<file path="src/rtl/bar_recorder_pkg.sv">
// Shared tracker definitions: note code layout, rest value and recorder states.
// The song player decodes note codes with the same field positions.
package bar_recorder_pkg;

    localparam logic [7:0] NOTE_REST  = 8'h00;
    localparam int         NOTE_HI    = 7;
    localparam int         NOTE_LO    = 4;
    localparam int         OCT_HI     = 3;
    localparam int         OCT_LO     = 0;
    localparam int         NOTE_MAX   = 12;
    localparam int         OCTAVE_MAX = 6;

    typedef enum logic [1:0] {
        ST_IDLE,
        ST_COUNT_IN,
        ST_RECORD,
        ST_DONE
    } rec_state_e;

    // A playable code has note 1..12 (C..B) and octave 0..6.
    function automatic logic note_ok(input logic [7:0] code);
        logic [3:0] n;
        logic [3:0] o;
        n = code[NOTE_HI:NOTE_LO];
        o = code[OCT_HI:OCT_LO];
        return (n >= 4'd1) && (n <= 4'(NOTE_MAX)) && (o <= 4'(OCTAVE_MAX));
    endfunction

endpackage

</file>
<file path="src/rtl/bar_recorder_if.sv">
// Control, note input and bar-RAM write bus of the bar recorder.
// master drives start/ticks/notes, slave is the recorder.
interface bar_recorder_if #(
    parameter int BAR_IDX_BITS = 3
) ();
    logic                    tick_en;
    logic                    start;
    logic [BAR_IDX_BITS-1:0] bar_sel;
    logic                    note_valid;
    logic [7:0]              note_in;
    logic                    wr_en;
    logic [BAR_IDX_BITS+3:0] wr_addr;
    logic [7:0]              wr_data;
    logic                    click;
    logic                    busy;
    logic                    done;
    logic [3:0]              row_pos;

    modport master (
        output tick_en, start, bar_sel, note_valid, note_in,
        input  wr_en, wr_addr, wr_data, click, busy, done, row_pos
    );

    modport slave (
        input  tick_en, start, bar_sel, note_valid, note_in,
        output wr_en, wr_addr, wr_data, click, busy, done, row_pos
    );
endinterface

</file>
<file path="src/rtl/bar_recorder_tick_row_counter.sv">
// Tick-within-row and row counters driven by a tick strobe; shared with the
// song player. Row events are combinational on tick_en so callers can register them.
module tick_row_counter #(
    parameter int TICKS_PER_ROW = 8,
    parameter int ROW_W         = 4
) (
    input  logic             clk,
    input  logic             rst,
    input  logic             tick_en,
    input  logic             clr,
    output logic             row_start,
    output logic             row_end,
    output logic             late_half,
    output logic [ROW_W-1:0] row
);
    localparam int            TW        = $clog2(TICKS_PER_ROW);
    localparam logic [TW-1:0] TICK_LAST = TW'(TICKS_PER_ROW - 1);
    localparam logic [TW-1:0] TICK_HALF = TW'(TICKS_PER_ROW / 2);

    logic [TW-1:0]    tick_q, tick_d;
    logic [ROW_W-1:0] row_q, row_d;

    assign row_start = tick_en && (tick_q == '0);
    assign row_end   = tick_en && (tick_q == TICK_LAST);
    assign late_half = (tick_q >= TICK_HALF);
    assign row       = row_q;

    always_comb begin
        tick_d = tick_q;
        row_d  = row_q;
        if (clr) begin
            tick_d = '0;
            row_d  = '0;
        end else if (tick_en) begin
            tick_d = row_end ? '0 : tick_q + 1'b1;
            if (row_end)
                row_d = row_q + 1'b1;
        end
    end

    always_ff @(posedge clk or posedge rst) begin
        if (rst) begin
            tick_q <= '0;
            row_q  <= '0;
        end else begin
            tick_q <= tick_d;
            row_q  <= row_d;
        end
    end
endmodule

</file>
<file path="src/rtl/bar_recorder.sv">
// Live bar capture: count-in with click, then quantize notes onto rows and
// write one note code (or rest) per row into the external bar RAM.
module bar_recorder
    import bar_recorder_pkg::*;
#(
    parameter int NUM_ROWS_PER_BAR = 16,
    parameter int TICKS_PER_ROW    = 8,
    parameter int COUNT_IN_ROWS    = 4,
    parameter int BAR_IDX_BITS     = 3
) (
    input  logic          main_clk,
    input  logic          rst,
    bar_recorder_if.slave bus
);
    localparam int AW = BAR_IDX_BITS + 4;

    rec_state_e              state_q, state_d;
    logic [BAR_IDX_BITS-1:0] bar_q, bar_d;
    logic [7:0]              cur_q, cur_d;
    logic [7:0]              next_q, next_d;
    logic                    wr_en_q, wr_en_d;
    logic [AW-1:0]           wr_addr_q, wr_addr_d;
    logic [7:0]              wr_data_q, wr_data_d;
    logic                    click_q, click_d;
    logic                    busy_q, busy_d;
    logic                    done_q, done_d;
    logic [3:0]              row_pos_q, row_pos_d;

    logic       cnt_clr;
    logic       row_start, row_end, late_half;
    logic [3:0] row;
    logic       note_acc;

    tick_row_counter #(
        .TICKS_PER_ROW(TICKS_PER_ROW),
        .ROW_W        (4)
    ) u_cnt (
        .clk      (main_clk),
        .rst      (rst),
        .tick_en  (bus.tick_en),
        .clr      (cnt_clr),
        .row_start(row_start),
        .row_end  (row_end),
        .late_half(late_half),
        .row      (row)
    );

    always_comb begin
        state_d   = state_q;
        bar_d     = bar_q;
        cur_d     = cur_q;
        next_d    = next_q;
        wr_en_d   = 1'b0;
        wr_addr_d = wr_addr_q;
        wr_data_d = wr_data_q;
        click_d   = 1'b0;
        done_d    = 1'b0;
        cnt_clr   = 1'b0;
        row_pos_d = row;
        note_acc  = bus.note_valid && note_ok(bus.note_in);

        case (state_q)
            ST_IDLE: begin
                if (bus.start) begin
                    bar_d   = bus.bar_sel;
                    cur_d   = NOTE_REST;
                    next_d  = NOTE_REST;
                    cnt_clr = 1'b1;
                    state_d = ST_COUNT_IN;
                end
            end
            ST_COUNT_IN: begin
                click_d = row_start;
                // Only late notes count here: they belong to record row 0.
                if (note_acc && late_half)
                    next_d = bus.note_in;
                if (row_end) begin
                    cur_d  = next_d;
                    next_d = NOTE_REST;
                    if (row == 4'(COUNT_IN_ROWS - 1)) begin
                        cnt_clr = 1'b1;
                        state_d = ST_RECORD;
                    end
                end
            end
            ST_RECORD: begin
                click_d = row_start;
                if (note_acc) begin
                    if (late_half)
                        next_d = bus.note_in;
                    else
                        cur_d = bus.note_in;
                end
                // A note on the row-ending tick is late, so it already sits in next_d.
                if (row_end) begin
                    wr_en_d   = 1'b1;
                    wr_addr_d = {bar_q, row};
                    wr_data_d = cur_q;
                    cur_d     = next_d;
                    next_d    = NOTE_REST;
                    if (row == 4'(NUM_ROWS_PER_BAR - 1)) begin
                        cur_d   = NOTE_REST;
                        state_d = ST_DONE;
                    end
                end
            end
            ST_DONE: begin
                done_d  = 1'b1;
                state_d = ST_IDLE;
            end
            default: state_d = ST_IDLE;
        endcase

        busy_d = (state_d != ST_IDLE) || done_d;
    end

    always_ff @(posedge main_clk or posedge rst) begin
        if (rst) begin
            state_q   <= ST_IDLE;
            bar_q     <= '0;
            cur_q     <= NOTE_REST;
            next_q    <= NOTE_REST;
            wr_en_q   <= 1'b0;
            wr_addr_q <= '0;
            wr_data_q <= '0;
            click_q   <= 1'b0;
            busy_q    <= 1'b0;
            done_q    <= 1'b0;
            row_pos_q <= '0;
        end else begin
            state_q   <= state_d;
            bar_q     <= bar_d;
            cur_q     <= cur_d;
            next_q    <= next_d;
            wr_en_q   <= wr_en_d;
            wr_addr_q <= wr_addr_d;
            wr_data_q <= wr_data_d;
            click_q   <= click_d;
            busy_q    <= busy_d;
            done_q    <= done_d;
            row_pos_q <= row_pos_d;
        end
    end

    assign bus.wr_en   = wr_en_q;
    assign bus.wr_addr = wr_addr_q;
    assign bus.wr_data = wr_data_q;
    assign bus.click   = click_q;
    assign bus.busy    = busy_q;
    assign bus.done    = done_q;
    assign bus.row_pos = row_pos_q;
endmodule

</file>
<file path="src/flat_wrapper.sv">
// flat-port wrapper written by rule: the top's interface ports become plain ports
module bar_recorder_flat import bar_recorder_pkg::*;
#(
    parameter int NUM_ROWS_PER_BAR = 16,
    parameter int TICKS_PER_ROW    = 8,
    parameter int COUNT_IN_ROWS    = 4,
    parameter int BAR_IDX_BITS     = 3
)
  (main_clk, rst, bus_tick_en, bus_start, bus_bar_sel, bus_note_valid, bus_note_in, bus_wr_en, bus_wr_addr, bus_wr_data, bus_click, bus_busy, bus_done, bus_row_pos);
  bar_recorder_if #(.BAR_IDX_BITS(BAR_IDX_BITS)) bus_i ();
  input  logic main_clk;
  input  logic rst;
  input wire logic [$bits(bus_i.tick_en)-1:0] bus_tick_en;
  input wire logic [$bits(bus_i.start)-1:0] bus_start;
  input wire logic [$bits(bus_i.bar_sel)-1:0] bus_bar_sel;
  input wire logic [$bits(bus_i.note_valid)-1:0] bus_note_valid;
  input wire logic [$bits(bus_i.note_in)-1:0] bus_note_in;
  output wire logic [$bits(bus_i.wr_en)-1:0] bus_wr_en;
  output wire logic [$bits(bus_i.wr_addr)-1:0] bus_wr_addr;
  output wire logic [$bits(bus_i.wr_data)-1:0] bus_wr_data;
  output wire logic [$bits(bus_i.click)-1:0] bus_click;
  output wire logic [$bits(bus_i.busy)-1:0] bus_busy;
  output wire logic [$bits(bus_i.done)-1:0] bus_done;
  output wire logic [$bits(bus_i.row_pos)-1:0] bus_row_pos;
  assign bus_i.tick_en = bus_tick_en;
  assign bus_i.start = bus_start;
  assign bus_i.bar_sel = bus_bar_sel;
  assign bus_i.note_valid = bus_note_valid;
  assign bus_i.note_in = bus_note_in;
  assign bus_wr_en = bus_i.wr_en;
  assign bus_wr_addr = bus_i.wr_addr;
  assign bus_wr_data = bus_i.wr_data;
  assign bus_click = bus_i.click;
  assign bus_busy = bus_i.busy;
  assign bus_done = bus_i.done;
  assign bus_row_pos = bus_i.row_pos;
  bar_recorder #(.NUM_ROWS_PER_BAR(NUM_ROWS_PER_BAR), .TICKS_PER_ROW(TICKS_PER_ROW), .COUNT_IN_ROWS(COUNT_IN_ROWS), .BAR_IDX_BITS(BAR_IDX_BITS)) u_core (.main_clk(main_clk), .rst(rst), .bus(bus_i));
endmodule
</file>
<file path="config.mk">
export PLATFORM = sky130hd
export DESIGN_NAME = bar_recorder_flat
export DESIGN_NICKNAME = d
export VERILOG_FILES = /design/src/rtl/bar_recorder_pkg.sv /design/src/rtl/bar_recorder_if.sv /design/src/rtl/bar_recorder_tick_row_counter.sv /design/src/rtl/bar_recorder.sv /design/src/flat_wrapper.sv
export SDC_FILE = /design/constraint.sdc
export NUM_CORES = 1
export LEC_CHECK = 0
export BUFFER_PORTS_ARGS = -buffer_cell sky130_fd_sc_hd__clkbuf_2
export CAP_MARGIN = 0
export CELL_PAD_IN_SITES_DETAIL_PLACEMENT = 0
export CELL_PAD_IN_SITES_GLOBAL_PLACEMENT = 2
export CORE_UTILIZATION = 39
export DETAILED_ROUTE_END_ITERATION = 16
export GPL_ROUTABILITY_DRIVEN = 0
export PLACE_DENSITY = 0.92
export SETUP_SLACK_MARGIN = 0.02
export SYNTH_ARGS = -nofsm -noshare
export SYNTH_HDL_FRONTEND = slang
export SYNTH_SLANG_ARGS = --single-unit
</file>
<file path="constraint.sdc">
create_clock -name main_clk -period 5.6 [get_ports main_clk]
set_clock_uncertainty 0.05 [all_clocks]
set_input_delay 0.56 -clock main_clk [delete_from_list [all_inputs] [get_ports main_clk]]
set_output_delay 0.56 -clock main_clk [all_outputs]
set_load 0.01 [all_outputs]
</file>
Word level (Yosys, flattened, before mapping)
Cells that the tools add are included.
- register bits: 51
- output and inout bits: 23
- add/subtract/negate cells: 2
- magnitude comparators: 4
- equal/unequal tests: 10
- multiplexer cells: 33
- reductions and logical operators: 19
- operators by type and width (operator ; number):
    two-way mux 8 bit ; 11
    case mux 8 bit (3 select lines) ; 2
    two-way mux 4 bit ; 3
    two-way mux 2 bit ; 5
    two-way mux 3 bit ; 3
    case mux 2 bit (4 select lines) ; 1
    AND reduction 2 bit ; 4
    two-way mux 1 bit ; 7
    logical AND 1 bit ; 6
    nonzero test 2 bit ; 3
    AND reduction 5 bit ; 1
    adder 4 x 1 -> 4 bit, second input constant ; 1
    equality test 2 bit, second input constant ; 2
    equality test 4 x 2 -> 1 bit, second input constant ; 1
    equality test 4 bit, second input constant ; 1
    greater-or-equal comparator 4 x 1 -> 1 bit, second input constant ; 1
    <= comparator 4 x 3 -> 1 bit, second input constant ; 1
    <= comparator 4 bit, second input constant ; 1
    inequality test 2 bit, second input constant ; 2
    adder 3 x 1 -> 3 bit, second input constant ; 1
    equality test 3 bit, second input constant ; 1
    greater-or-equal comparator 3 bit, second input constant ; 1
    logical NOT 3 bit ; 1
    inequality test 3 x 2 -> 1 bit, second input constant ; 1
    7 further kinds ; 7

Logic depth before layout (Yosys ltp)
- word-level depth: 8
- gate-level depth with buffers: 9
- mapped depth without buffers: 7

Cells and area by module
A second synthesis with hierarchy kept.
- cells, all modules: 224
- area, all modules: 2476.1 um2
- modules (own cells, without submodules) (module ; times used ; cells an instance ; area each (um2) ; sequential area each (um2)):
    bar_recorder ; 1 ; 184 ; 2087.0 ; 1101.1
    tick_row_counter ; 1 ; 40 ; 389.1 ; 175.2

Worst setup path before layout
Ideal clock, no wire load.
- path type: input -> register
- start: in bus_note_in[4]
- end: reg u_core.cur_q[2]
- arrival: 2023 ps
- required time: 5428 ps
- path slack: 3405 ps
- stages: 7
- path buffers: 2
- path through: or4_4 > and4_1 > buf_6 > a31oi_4 > buf_8 > mux2i_1 > a21oi_1
- word-level cells in the longest chain between the ends: 8
- RTL lines (element ; RTL line ; RTL):
    start, declared ; flat_wrapper.sv:17 ; input wire logic [$bits(bus_i.note_in)-1:0] bus_note_in;
    greater-or-equal comparator 4 x 1 -> 1 bit or <= comparator 4 bit (tied branches) ; bar_recorder_pkg.sv:26 ; return (n >= 4'd1) && (n <= 4'(NOTE_MAX)) && (o <= 4'(OCTAVE_MAX));
    logical AND 1 bit (*) (2 in series) ; bar_recorder_pkg.sv:26 ;
    logical AND 1 bit (*) ; bar_recorder.sv:60 ; note_acc = bus.note_valid && note_ok(bus.note_in);
    two-way mux 8 bit or logical AND 1 bit (tied branches) ; bar_recorder.sv:88, bar_recorder.sv:75 ;
    two-way mux 8 bit, on equally long branches ; bar_recorder.sv:101, bar_recorder.sv:75 ;
    two-way mux 8 bit, on equally long branches ; bar_recorder.sv:95, bar_recorder.sv:77 ;
    case mux 8 bit (3 select lines) ; bar_recorder.sv:62 ; case (state_q)
    end signal, assigned ; bar_recorder.sv:133 ; cur_q <= cur_d;
    end, declared ; bar_recorder.sv:19 ; logic [7:0] cur_q, cur_d;
Mark *: on every way between the ends. The rest lies on a longest branch, timed or not. The select of a mux whose other input is x is not followed.
A chain may end at the register's enable or synchronous reset.

Worst setup path in the final report
- start: reg u_core.u_cnt.tick_q[2]
- end: reg u_core.cur_q[6]
- word-level cells in the longest chain between the ends: 6
- RTL lines (element ; RTL line ; RTL):
    start, declared ; bar_recorder_tick_row_counter.sv:20 ; logic [TW-1:0] tick_q, tick_d;
    start signal, assigned ; bar_recorder_tick_row_counter.sv:46 ; tick_q <= tick_d;
    greater-or-equal comparator 3 bit ; bar_recorder_tick_row_counter.sv:25 ; assign late_half = (tick_q >= TICK_HALF);
    two-way mux 8 bit ; bar_recorder.sv:89 ; if (late_half)
    two-way mux 8 bit ; bar_recorder.sv:88 ; if (note_acc) begin
    two-way mux 8 bit ; bar_recorder.sv:101 ; if (row == 4'(NUM_ROWS_PER_BAR - 1)) begin
    two-way mux 8 bit ; bar_recorder.sv:95 ; if (row_end) begin
    case mux 8 bit (3 select lines) ; bar_recorder.sv:62 ;
Several ways; a longest one is shown, not always the timed one. The select of a mux whose other input is x is not followed.

==> metrics.txt <==
Starting Density=between 40 and 50%; Post-CTS Repair Setup Buffers=0; total clock sinks=51; most numerous cell in the Yosys netlist=dfrtp_1; met3 WL post-DR=191 µm; Post-synth EDFFs=0; die area=6520 µm²; placed cells=roughly 320; number of global-route vias before repair=roughly 1,600; sequential fraction of the synthesis area=52.8%; top_reg_cell synth=dfrtp_1; Max-slew headroom=between 30% and 40%; Clk Latency, worst-skew pair=300 ps; Gate Count Post-Synth=between 200 and 250; final core utilization=46.4%; CTS Hold Buffers Added=0; Top Family by Delay on Critical Path=compound AO/OA/AOI/OAI gates; highest routed metal layer=met4; crit-path max cell delay=620 ps; Avg WL per Cell=~15 µm; Slew Viols, Final=0; CP Cell Sequence=ha_1 > nand3_1 > inv_2 > a21o_1 > a21bo_2 > a21oi_1; # rows=28; Worst Path Buf+Inv=1; Num CTS Buffers=5; top post-synthesis cells by area=dfrtp_1, mux2_2, a21oi_1, ha_1, mux2i_1; largest area contributor in the netlist=dfrtp_1; CP Max Fanout=14; die height=80.7 µm; Synth Register Bits=51; ys async rst share=100%; I/O Buffers=38; worst slew pin tran=1040 ps; first-pass GRT wire length=a little over 8 mm; Top-Level Pins=39; Layout area overhead=14.4%; # resized after CTS=0; Worst EP required=5780 ps; Detailed Routing Iterations Pass 1=4; initial antenna violation count=0; total power=0.00102 W; critical path capture point type=register; NumNets Final=277; Max Cap Viol=0; WS Path Type=reg -> reg; Post-route DRC=0; Via Count=around 1,700; final WL=approximately 4.8 mm; crit path launch=u_core.u_cnt.tick_q[2]; met2 wire length=2.11 mm; Antenna diodes=0; Fmax=0.399 GHz; H-tree depth=2; min cycle time layout=2510 ps; class of the worst hold path=in -> reg; Final Hold Vio Count=0; final cell count without fillers=329; largest net degree at the start of global routing=52; Fillers=about 580; syn_nets=240; CTS root buffer=clkbuf_8; pwr dens=370 nW/µm²; Setup TNS Final=0 ps; DPL Wire Length=3.46 mm; Hold Path Origin=bus_bar_sel[2]; Iteration-0 DRC Markers=between 100 and 150; R2R Setup Slk=3090 ps; share of layout cells above drive strength 1=29.9%; Metal-1 WL=2.47 mm; type of origin of the critical path=register; Leakage=1.39 nW; Die W=between 80 and 90 µm; Max clock buf depth=2; vias per cell=5.14; clk slew on worst S/H paths=90 ps; RSZ-0062 raised after global routing=false; yosys synthesis warning count=0; Core ar.=around 6000 µm²; Synth Area per Inst=between 10 and 15 µm²; crit path DAT=2680 ps; Post-DRT Antenna Nets=0; VDD IR max=0.184 mV; synth unique cells=38; Post-synth top cells=dfrtp_1, a21oi_1, mux2_2, o21ai_0; fin crit share=between 40 and 50%; count of final setup violators=0; Mapped Area=2420 µm²; Yosys top cell area share=52.8%; Worst path slowest cell=dfrtp_1; CTS tree=built; total gr overflow=0; status=finished clean; RR Startpoint=u_core.u_cnt.tick_q[2]; GRT Util Overall=between 15 and 20%
path summary, 6_finish.rpt:
path                            depth (start not counted)                      to
worst min register to register                          1        u_core.next_q[0]
min in group asynchronous                               2  u_core.u_cnt.tick_q[0]
worst min-delay path                                    2         u_core.bar_q[2]
worst max register to register                          6         u_core.cur_q[6]
worst max-delay path                                    6         u_core.cur_q[6]
max in group asynchronous                               2        u_core.next_q[3]
report_power, final:
group	switching [W]	internal [W]
clock	0.000122	0.000145
sequential	0.0000443	0.000420
combinational	0.000173	0.000119
cell type report:
type / instances / area [µm²] / share of cell area (%)
tap: 75 / 93.8 / 3.39
clock buffer: 6 / 82.6 / 2.99
timing repair buffer: 38 / 190 / 6.87
inverter: 9 / 33.8 / 1.22
multi-input combinational: 148 / 1050 / 38.1
clock inverter: 2 / 35.0 / 1.27
sequential: 51 / 1280 / 46.1
kinds of logic after synthesis:
group	count (synthesis)	synth area share [%]
AOI/OAI and AO/OA	56	15.2
and+or+nand+nor	55	11.5
DFF	51	52.8
muxes	26	11.7
buffers and inverters	17	3.57
adders and majority gates	8	4.14
xor gates and xnor gates	3	1.09
placed cells by master (no fill, tap or decap), types with 8 or more instances in the layout:
| cell | instances |
|---|---|
| nor2_1 | 8 |
| mux2i_1 | 8 |
| nand2_1 | 14 |
| nand3_1 | 14 |
| ha_1 | 8 |
| clkbuf_2 | 38 |
| a21oi_1 | 21 |
| o21ai_0 | 15 |
| dfrtp_1 | 51 |
| mux2_2 | 18 |
flip-flops by register name (all words and copies together), names as in the netlist:
name                 cells
u_core.next_q            8
u_core.u_cnt.row         4
u_core.u_cnt.tick_q      3
u_core.bus.click         1
u_core.bus.wr_data       8
u_core.bus.wr_en         1
u_core.bus.done          1
u_core.bar_q             3
u_core.bus.wr_addr       7
u_core.bus.busy          1
u_core.state_q           2
u_core.cur_q             8
u_core.bus.row_pos       4
per-layer routing:
layer / GRT usage (%) / up-vias
met5: 0 / -
met4: 4.82 / 0
met3: 4.94 / 4
met2: 23.8 / 37
met1: 24.6 / 816
li1: - / 834
per-stage QoR:
stage	setup WS (ps)	hold slack [ps]	cell area [µm²]
6_report	3090	433	2770
5_1_grt	2860	419	2770
4_1_cts	3090	430	2770
3_5_place_dp	3090	410	2650
3_3_place_gp	3110	406	2650
2_1_floorplan	3400	362	2420
Note: power is estimated with default switching activity, not from simulation.
